$ cat src/rtl/rom_upload_bridge.sv
// rtl/rom_upload_bridge.sv - packs host ROM bytes into 16-bit words and writes them to SDRAM via the romwr toggle handshake
module rom_upload_bridge #(
    parameter int         FIFO_DEPTH = 4,
    parameter int         ADDR_BITS  = 21,
    parameter int         SWAP_BYTES = 0,
    parameter logic [7:0] PAD_BYTE   = 8'hFF
) (
    input  logic                 clk,
    input  logic                 reset_n,
    input  logic                 boot_start,
    input  logic                 boot_end,
    input  logic [7:0]           host_data,
    input  logic                 host_valid,
    output logic                 host_ready,
    output logic                 romwr_req,
    input  logic                 romwr_ack,
    output logic                 romwr_we,
    output logic [ADDR_BITS-1:0] romwr_a,
    output logic [15:0]          romwr_d,
    output logic                 host_bootdone,
    output logic [ADDR_BITS-1:0] word_count,
    output logic                 overflow
);

    localparam int PW = (FIFO_DEPTH > 1) ? $clog2(FIFO_DEPTH) : 1;
    localparam logic [PW:0]          PTR_ONE  = 1;
    localparam logic [ADDR_BITS-1:0] ADDR_ONE = 1;

    typedef enum logic [1:0] {S_IDLE, S_LOAD, S_FLUSH, S_DONE} state_t;
    state_t state, state_nxt;

    logic [15:0]          mem [FIFO_DEPTH];
    logic [PW:0]          wptr, rptr;
    logic                 phase;
    logic [7:0]           hold;
    logic [ADDR_BITS-1:0] fill_addr, rd_addr;
    logic                 addr_full;
    logic                 busy, stale;
    logic                 full, empty, link_idle;
    logic                 accept, byte_keep, odd_push, pad_push, push, issue, complete;
    logic [15:0]          push_word;

    function automatic logic [15:0] pack(input logic [7:0] first, input logic [7:0] second);
        return (SWAP_BYTES != 0) ? {second, first} : {first, second};
    endfunction

    assign empty     = (wptr == rptr);
    assign full      = (wptr[PW] != rptr[PW]) && (wptr[PW-1:0] == rptr[PW-1:0]);
    assign link_idle = (romwr_req == romwr_ack);

    // Once overflowed, the host is drained freely so it never stalls on a full address space.
    assign host_ready = (state == S_LOAD) && (overflow || !full);
    assign accept     = host_valid && host_ready;
    assign byte_keep  = accept && !addr_full;
    assign odd_push   = byte_keep && phase;
    assign pad_push   = (state == S_FLUSH) && phase && !full && !addr_full;
    assign push       = (odd_push || pad_push) && !boot_start;
    assign push_word  = pack(hold, odd_push ? host_data : PAD_BYTE);

    assign issue    = link_idle && !empty && !boot_start;
    assign complete = busy && link_idle;

    assign host_bootdone = (state == S_DONE);

    always_comb begin
        state_nxt = state;
        if (boot_start) begin
            state_nxt = S_LOAD;
        end else begin
            case (state)
                S_IDLE:  if (boot_end) state_nxt = S_DONE;
                S_LOAD:  if (boot_end) state_nxt = S_FLUSH;
                S_FLUSH: if (empty && !busy && !phase) state_nxt = S_DONE;
                default: ;
            endcase
        end
    end

    always_ff @(posedge clk) begin
        if (push) mem[wptr[PW-1:0]] <= push_word;
    end

    always_ff @(posedge clk or negedge reset_n) begin
        if (!reset_n) begin
            state      <= S_IDLE;
            wptr       <= '0;
            rptr       <= '0;
            phase      <= 1'b0;
            hold       <= '0;
            fill_addr  <= '0;
            rd_addr    <= '0;
            addr_full  <= 1'b0;
            busy       <= 1'b0;
            stale      <= 1'b0;
            romwr_req  <= 1'b0;
            romwr_we   <= 1'b0;
            romwr_a    <= '0;
            romwr_d    <= '0;
            word_count <= '0;
            overflow   <= 1'b0;
        end else begin
            state    <= state_nxt;
            romwr_we <= 1'b1;

            // A write issued before a restart belongs to the old image and is not counted.
            if (complete) begin
                busy  <= 1'b0;
                stale <= 1'b0;
                if (!stale) word_count <= word_count + ADDR_ONE;
            end

            if (issue) begin
                rptr      <= rptr + PTR_ONE;
                romwr_a   <= rd_addr;
                romwr_d   <= mem[rptr[PW-1:0]];
                romwr_req <= ~romwr_req;
                rd_addr   <= rd_addr + ADDR_ONE;
                busy      <= 1'b1;
            end

            if (boot_start) begin
                wptr       <= '0;
                rptr       <= '0;
                phase      <= 1'b0;
                fill_addr  <= '0;
                rd_addr    <= '0;
                addr_full  <= 1'b0;
                word_count <= '0;
                overflow   <= 1'b0;
                stale      <= busy && !link_idle;
            end else begin
                if (byte_keep) begin
                    phase <= ~phase;
                    if (!phase) hold <= host_data;
                end
                if (pad_push) phase <= 1'b0;
                if (push) begin
                    wptr      <= wptr + PTR_ONE;
                    fill_addr <= fill_addr + ADDR_ONE;
                    if (&fill_addr) addr_full <= 1'b1;
                end
                if (accept && addr_full) overflow <= 1'b1;
            end
        end
    end

endmodule
$ cat config.mk
export PLATFORM = sky130hd
export DESIGN_NAME = rom_upload_bridge
export DESIGN_NICKNAME = d
export VERILOG_FILES = /design/src/rtl/rom_upload_bridge.sv
export SDC_FILE = /design/constraint.sdc
export NUM_CORES = 1
export LEC_CHECK = 0
export BUFFER_PORTS_ARGS = -buffer_cell sky130_fd_sc_hd__buf_2
export CAP_MARGIN = 5
export CORE_UTILIZATION = 60
export DETAILED_ROUTE_END_ITERATION = 16
export HOLD_SLACK_MARGIN = 0.08
export PLACE_DENSITY = 0.81
export SYNTH_ARGS = -nofsm -noshare
export SYNTH_HDL_FRONTEND = slang
export SYNTH_SLANG_ARGS = --single-unit
$ cat constraint.sdc
create_clock -name clk -period 5.95 [get_ports clk]
set_input_delay 0.595 -clock clk [delete_from_list [all_inputs] [get_ports clk]]
set_output_delay 0.595 -clock clk [all_outputs]
set_load 0.01 [all_outputs]
* Word level (Yosys, flattened, before mapping)
Memories as Yosys holds them, arrays and structs flattened. A register that Yosys moved wholly into a read port is not among the register bits.
Cells that the tools add are included.
** Storage, ports and cells
- Register bits after elaboration :: 107
- Bits in latches :: 0
- Memory bits (writable) :: 64
- ROM bits :: 0
- Input bits :: 14
- Output and inout port bits :: 63
- Word-level logic and storage cells :: 105
- Memories :: 1
** Memory list
- mem :: words 4, bits a word 16, rd ports 1, clocked after memory_dff 1, write ports 1, RTL line 32 : logic [15:0] mem [FIFO_DEPTH];
** Cells by class
- Add/sub/neg operators :: 5
- Multipliers :: 0
- Div/mod/pow operators :: 0
- Order comparisons :: 0
- Equality and inequality tests :: 11
- Shift operators :: 0
- Multiplexer cells :: 30
- Bitwise operators :: 3
- Reduce and logical (&&, ||, !) cells :: 40
** Operators by type and width (count)
- $mux W21 :: 7
- $add A21 B1 Y21 const B :: 3
- $reduce_and A21 Y1 :: 1
- $logic_and A1 B1 Y1 :: 16
- $mux W1 :: 13
- $mux W3 :: 4
- $reduce_bool A2 Y1 :: 6
- $logic_not A1 Y1 :: 8
- $mux W2 :: 4
- $mux W8 :: 1
- $add A3 B1 Y3 const B :: 2
- $ne A3 B3 Y1 const B :: 2
- $pmux W2 S3 :: 1
- $eq A2 B2 Y1 const B :: 2
- $reduce_and A2 Y1 :: 2
- $reduce_and A4 Y1 :: 1
- $reduce_bool A4 Y1 :: 1
- $eq A3 B3 Y1 :: 1
- $ne A3 B2 Y1 const B :: 1
- $not A1 Y1 :: 3
- $reduce_and A3 Y1 :: 1
- $reduce_bool A3 Y1 :: 1
- $eq A2 B1 Y1 const B :: 1
- $eq A2 B2 Y1 :: 1
- 5 further kinds :: 6

* Longest topological paths before layout
- Depth after elaboration :: 12
- Mapped depth :: 7
- Gate-level depth less buffers :: 6

* Worst setup path after synthesis
No wires, ideal clock.
- Kind :: input port to flip-flop
- Start point :: input host_valid
- End point :: memory mem[3][0], enable pin
- Setup time :: 0.409 ns
- Arrival time :: 2.433 ns
- Data required time :: 5.541 ns
- Path slack :: 3.107 ns
- Stages :: 5
- Cell sequence :: and3b_1 o32a_1 o21ai_2 buf_2 nor3_1
** On the way
- Word-level cells in the longest chain between the ends :: 7
** Ends and longest elaborated chain
- start: declaration :: RTL line 13 : input logic host_valid,
- $logic_and A1 B1 Y1 :: RTL line 53 : assign accept = host_valid && host_ready;
- $logic_and A1 B1 Y1 :: RTL line 54 : assign byte_keep = accept && !addr_full;
- $logic_and A1 B1 Y1 :: RTL line 55 : assign odd_push = byte_keep && phase;
- $logic_or A1 B1 Y1 :: RTL line 57 : assign push = (odd_push || pad_push) && !boot_start;
- $logic_and A1 B1 Y1 :: RTL line 57
- $mux W1 :: RTL line 80 : if (push) mem[wptr[PW-1:0]] <= push_word;
- $mux W1 (implied by the code) :: RTL line 80
- end: declaration :: RTL line 32
No other way between the ends.

* Worst setup path after layout
- Start point :: register rptr[1]
- End point :: memory mem[0][7], enable pin
** On the way
- Word-level cells in the longest chain between the ends :: 12
- Elaborated cells between the ends (all ways) :: 14
- Those cells by class :: 1 x eq/ne; 2 x mux; 11 x reduce/logical
** Ends and longest elaborated chain
- start: declaration :: RTL line 33 : logic [PW:0] wptr, rptr;
- start signal: assignment :: RTL line 113 : rptr <= rptr + PTR_ONE;
- $eq A2 B2 Y1 * :: RTL line 48 : assign full = (wptr[PW] != rptr[PW]) && (wptr[PW-1:0] == rptr[PW-1:0]);
- $logic_and A1 B1 Y1 * :: RTL line 48
- $logic_not A1 Y1 * :: RTL line 52, 56
- $logic_or A1 B1 Y1 :: RTL line 52 : assign host_ready = (state == S_LOAD) && (overflow || !full);
- $logic_and A1 B1 Y1 :: RTL line 52
- $logic_and A1 B1 Y1 :: RTL line 53
- $logic_and A1 B1 Y1 :: RTL line 54
- $logic_and A1 B1 Y1 :: RTL line 55
- $logic_or A1 B1 Y1 * :: RTL line 57
- $logic_and A1 B1 Y1 * :: RTL line 57
- $mux W1 * :: RTL line 80
- $mux W1 (implied by the code) * :: RTL line 80
Mark *: on every way between the ends. The rest lies on a longest branch, timed or not.

==> results.cfg <==
[synthesis]
synth_compound_area_share_pct = 5.91
synth_mux_area_share_pct = 11.4
synth-xor-area-share_pct = 5.33
syn_area_per_cell_um2 = 13.2
synth-seq-cells = 187
synthesis.area_um2 = 8190
synth-main-ff-cell = dfrtp_1
synth_simple_gate_area_share_pct = 12.9
synth_seq_area_share_pct = 61.1
synthArstFlopShare_pct = 65.8
synth_nets = 642
yosys.cell_types.count = 61
synth_edf_count = 64
yosysWarnings = 0
synthAdderAreaFrac_pct = 1.22
netlist_instances = 620
synth_top_family_by_area = simple AND/OR/NAND/NOR gates

[critical_path]
crit_chain = xor2_1 -> o32a_1 -> o21ai_2 -> nor2_1 -> and2_1
worst_setup_path_start_kind = flip-flop
critPathMaxStageDelay_ns = 0.89
cp_max_fo = 27
crit_required_ns = 6.02
cp_slowest_cell = dfrtp_1
end_kind = flip-flop
critPathKind = flip-flop to flip-flop
arrival_ns = 3.44

[route]
drt_iter0_markers = 505
wl_per_cell_um = 18.8
vias_per_cell = 5.98
drc = 0
firstDrtPassIters = 5
finalWirelength_um = 16600
postRouteAntennaNets = 0
num_vias = 5287

[pwr]
vdd_drop_max_mv = 0.278
power.density_nw_per_um2 = 321
power_leakage_nw = 3.90

[clock_network]
cts_setup_buffers = 0
clock_latency_ns = 0.44
cts-buffers-inserted = 17
clkTransAtPathRegs_ns = 0.07
cts_tree = done
h-tree-depth = 4
clockRootBuffer = clkbuf_16
ctsLongestPathBuffers = 2
ctsHoldBuffers = 0
cts.sinks = 187
cts_resized = 0

[timing]
setup_viol = 0
post-route-min-period_ns = 3.36
finalHoldViolCount = 0
skew_ns = 0.00840
grt_setup_unrepaired = false
finalCritPeriodShare_pct = 56.6
fin_tns_setup_ns = 0
maxSlewViolCount = 0
fmaxAchievable_mhz = 297
slew_headroom_pct = 21.5
hold_slack_ns = 0.277
worst_slew_pin_slew_ns = 1.17

[final_layout]
area_growth_pct = 13.8
mostFrequentLayoutCell = dfrtp_1
layout-drive-gt1-share_pct = 25.1
diodes = 0
fin_cells = 884
fin_nets = 717
n_fill_cell = 913
final_cell_mix = dfrtp_1, buf_2, edfxtp_1

[floorplan]
die_y_um = 119
io_pins = 77
coreArea_um2 = 13300
row_count = 42
initial_utilization_pct = 61.6
die_area_um2 = 14100
die_w_um = 119

[worst_hold_path]
hp-class = primary input to asynchronous set/reset pin

[place]
port_buffers = 76
hpwl_um = 10200
finalWeightedCongestion = 0.786
dp.cells = 852

[global_route]
grt.overflow.total = 0
grt_pass1_vias = 5360
antenna_found_initial = 0
track_usage_pct = 25.2
grt_max_degree = 70
grt_pass1_wl_um = 26900

[job]
maxCapViolCount = 0

[status]
status = complete, no violations
==> cell usage after synthesis (all sizes together), types with 15 or more instances <==
cell type,instances,share of area (%)
dfrtp,123,38
edfxtp,64,23
nor2,58,2.7
mux2,47,6.5
xnor2,32,3.5
a21oi,28,1.7
nand2,24,1.1
nand3,20,1.2
or3,17,1.3
xor2,17,1.8
mux4,16,4.4
nand4,16,1.4
o21ai,15,0.96
==> per-stage QoR <==
step	setup WS [ns]	util, %	power, mW	area [µm²]
after floorplan	3.11	-	1.72	8190
after global placement	2.76	65.5	1.83	8710
after detailed placement	2.66	65.5	1.85	8710
after CTS	2.59	70.1	3.01	9320
after global routing	2.39	70.1	3.09	9320
final	2.59	70.1	2.99	9320
==> per-layer routing <==
metal  wire (µm)  part of all wire, %  vias to the layer above  global-route usage, %
li1            -                    -                     2418                      -
met1        6740                   41                     2679                   31.4
met2        8690                   52                      158                   42.7
met3         912                  5.5                       32                   6.03
met4         279                  1.7                        0                   9.65
met5           0                    0                        -                      0
==> final cells by class <==
cell class	count	area (µm²)	share of cell area [%]
clock buffers	18	429	4.60
flip-flops and latches	187	5000	53.6
inverters	14	52.6	0.564
well taps	176	220	2.36
clock inverters	14	180	1.93
multi-input cells	394	3020	32.4
repair buffers	81	420	4.51
==> worst max-delay path, delay by kind of cell (launching register included) <==
family | cells | cell delay (ns)
XOR/XNOR | 1 | 0.24
flip-flops | 1 | 0.89
AO/OA/AOI/OAI | 2 | 1.20
AND/OR/NAND/NOR | 2 | 0.66
==> final timing paths <==
kind / slack [ns] / cells after the start / end / start
max: 2.59 / 5 / mem[0][7]$_DFFE_PP_ / rptr[1]$_DFFE_PN0P_
min: 0.28 / 1 / romwr_a[14]$_DFFE_PN0P_ / reset_n
max reg2reg: 2.59 / 5 / mem[0][7]$_DFFE_PP_ / rptr[1]$_DFFE_PN0P_
min reg2reg: 0.48 / 1 / romwr_d[2]$_DFFE_PN0P_ / romwr_d[2]$_DFFE_PN0P_
max in group asynchronous: 4.46 / 2 / rd_addr[8]$_DFFE_PN0P_ / reset_n
min in group clk: 0.38 / 2 / hold[2]$_DFFE_PN0P_ / host_data[2]
==> report_power, final <==
part	leakage [nW]	switching (mW)	internal [mW]
Combinational	1.30	0.180	0.146
Sequential	2.31	0.0764	1.43
Clock	0.292	0.522	0.638
Total	3.90	0.779	2.22
==> kinds of logic (layout without fill, tap and decap cells) <==
kind of cell / count (synthesis) / count (layout)
xor+xnor: 49 / 49
flops: 187 / 187
fa+ha+maj: 8 / 8
compound gates: 70 / 70
buf+inv: 39 / 127
mux: 67 / 67
simple gates: 199 / 199
other cells: 1 / 1
==> state kept, by name, indices dropped and copies added, names as in the netlist, 2 cells and up <==
register and cells:
fill_addr 21, hold 8, mem 64, rd_addr 21, romwr_a 21, romwr_d 16
rptr 3, state 2, word_count 21, wptr 3
(Power assumes the default switching activity.)
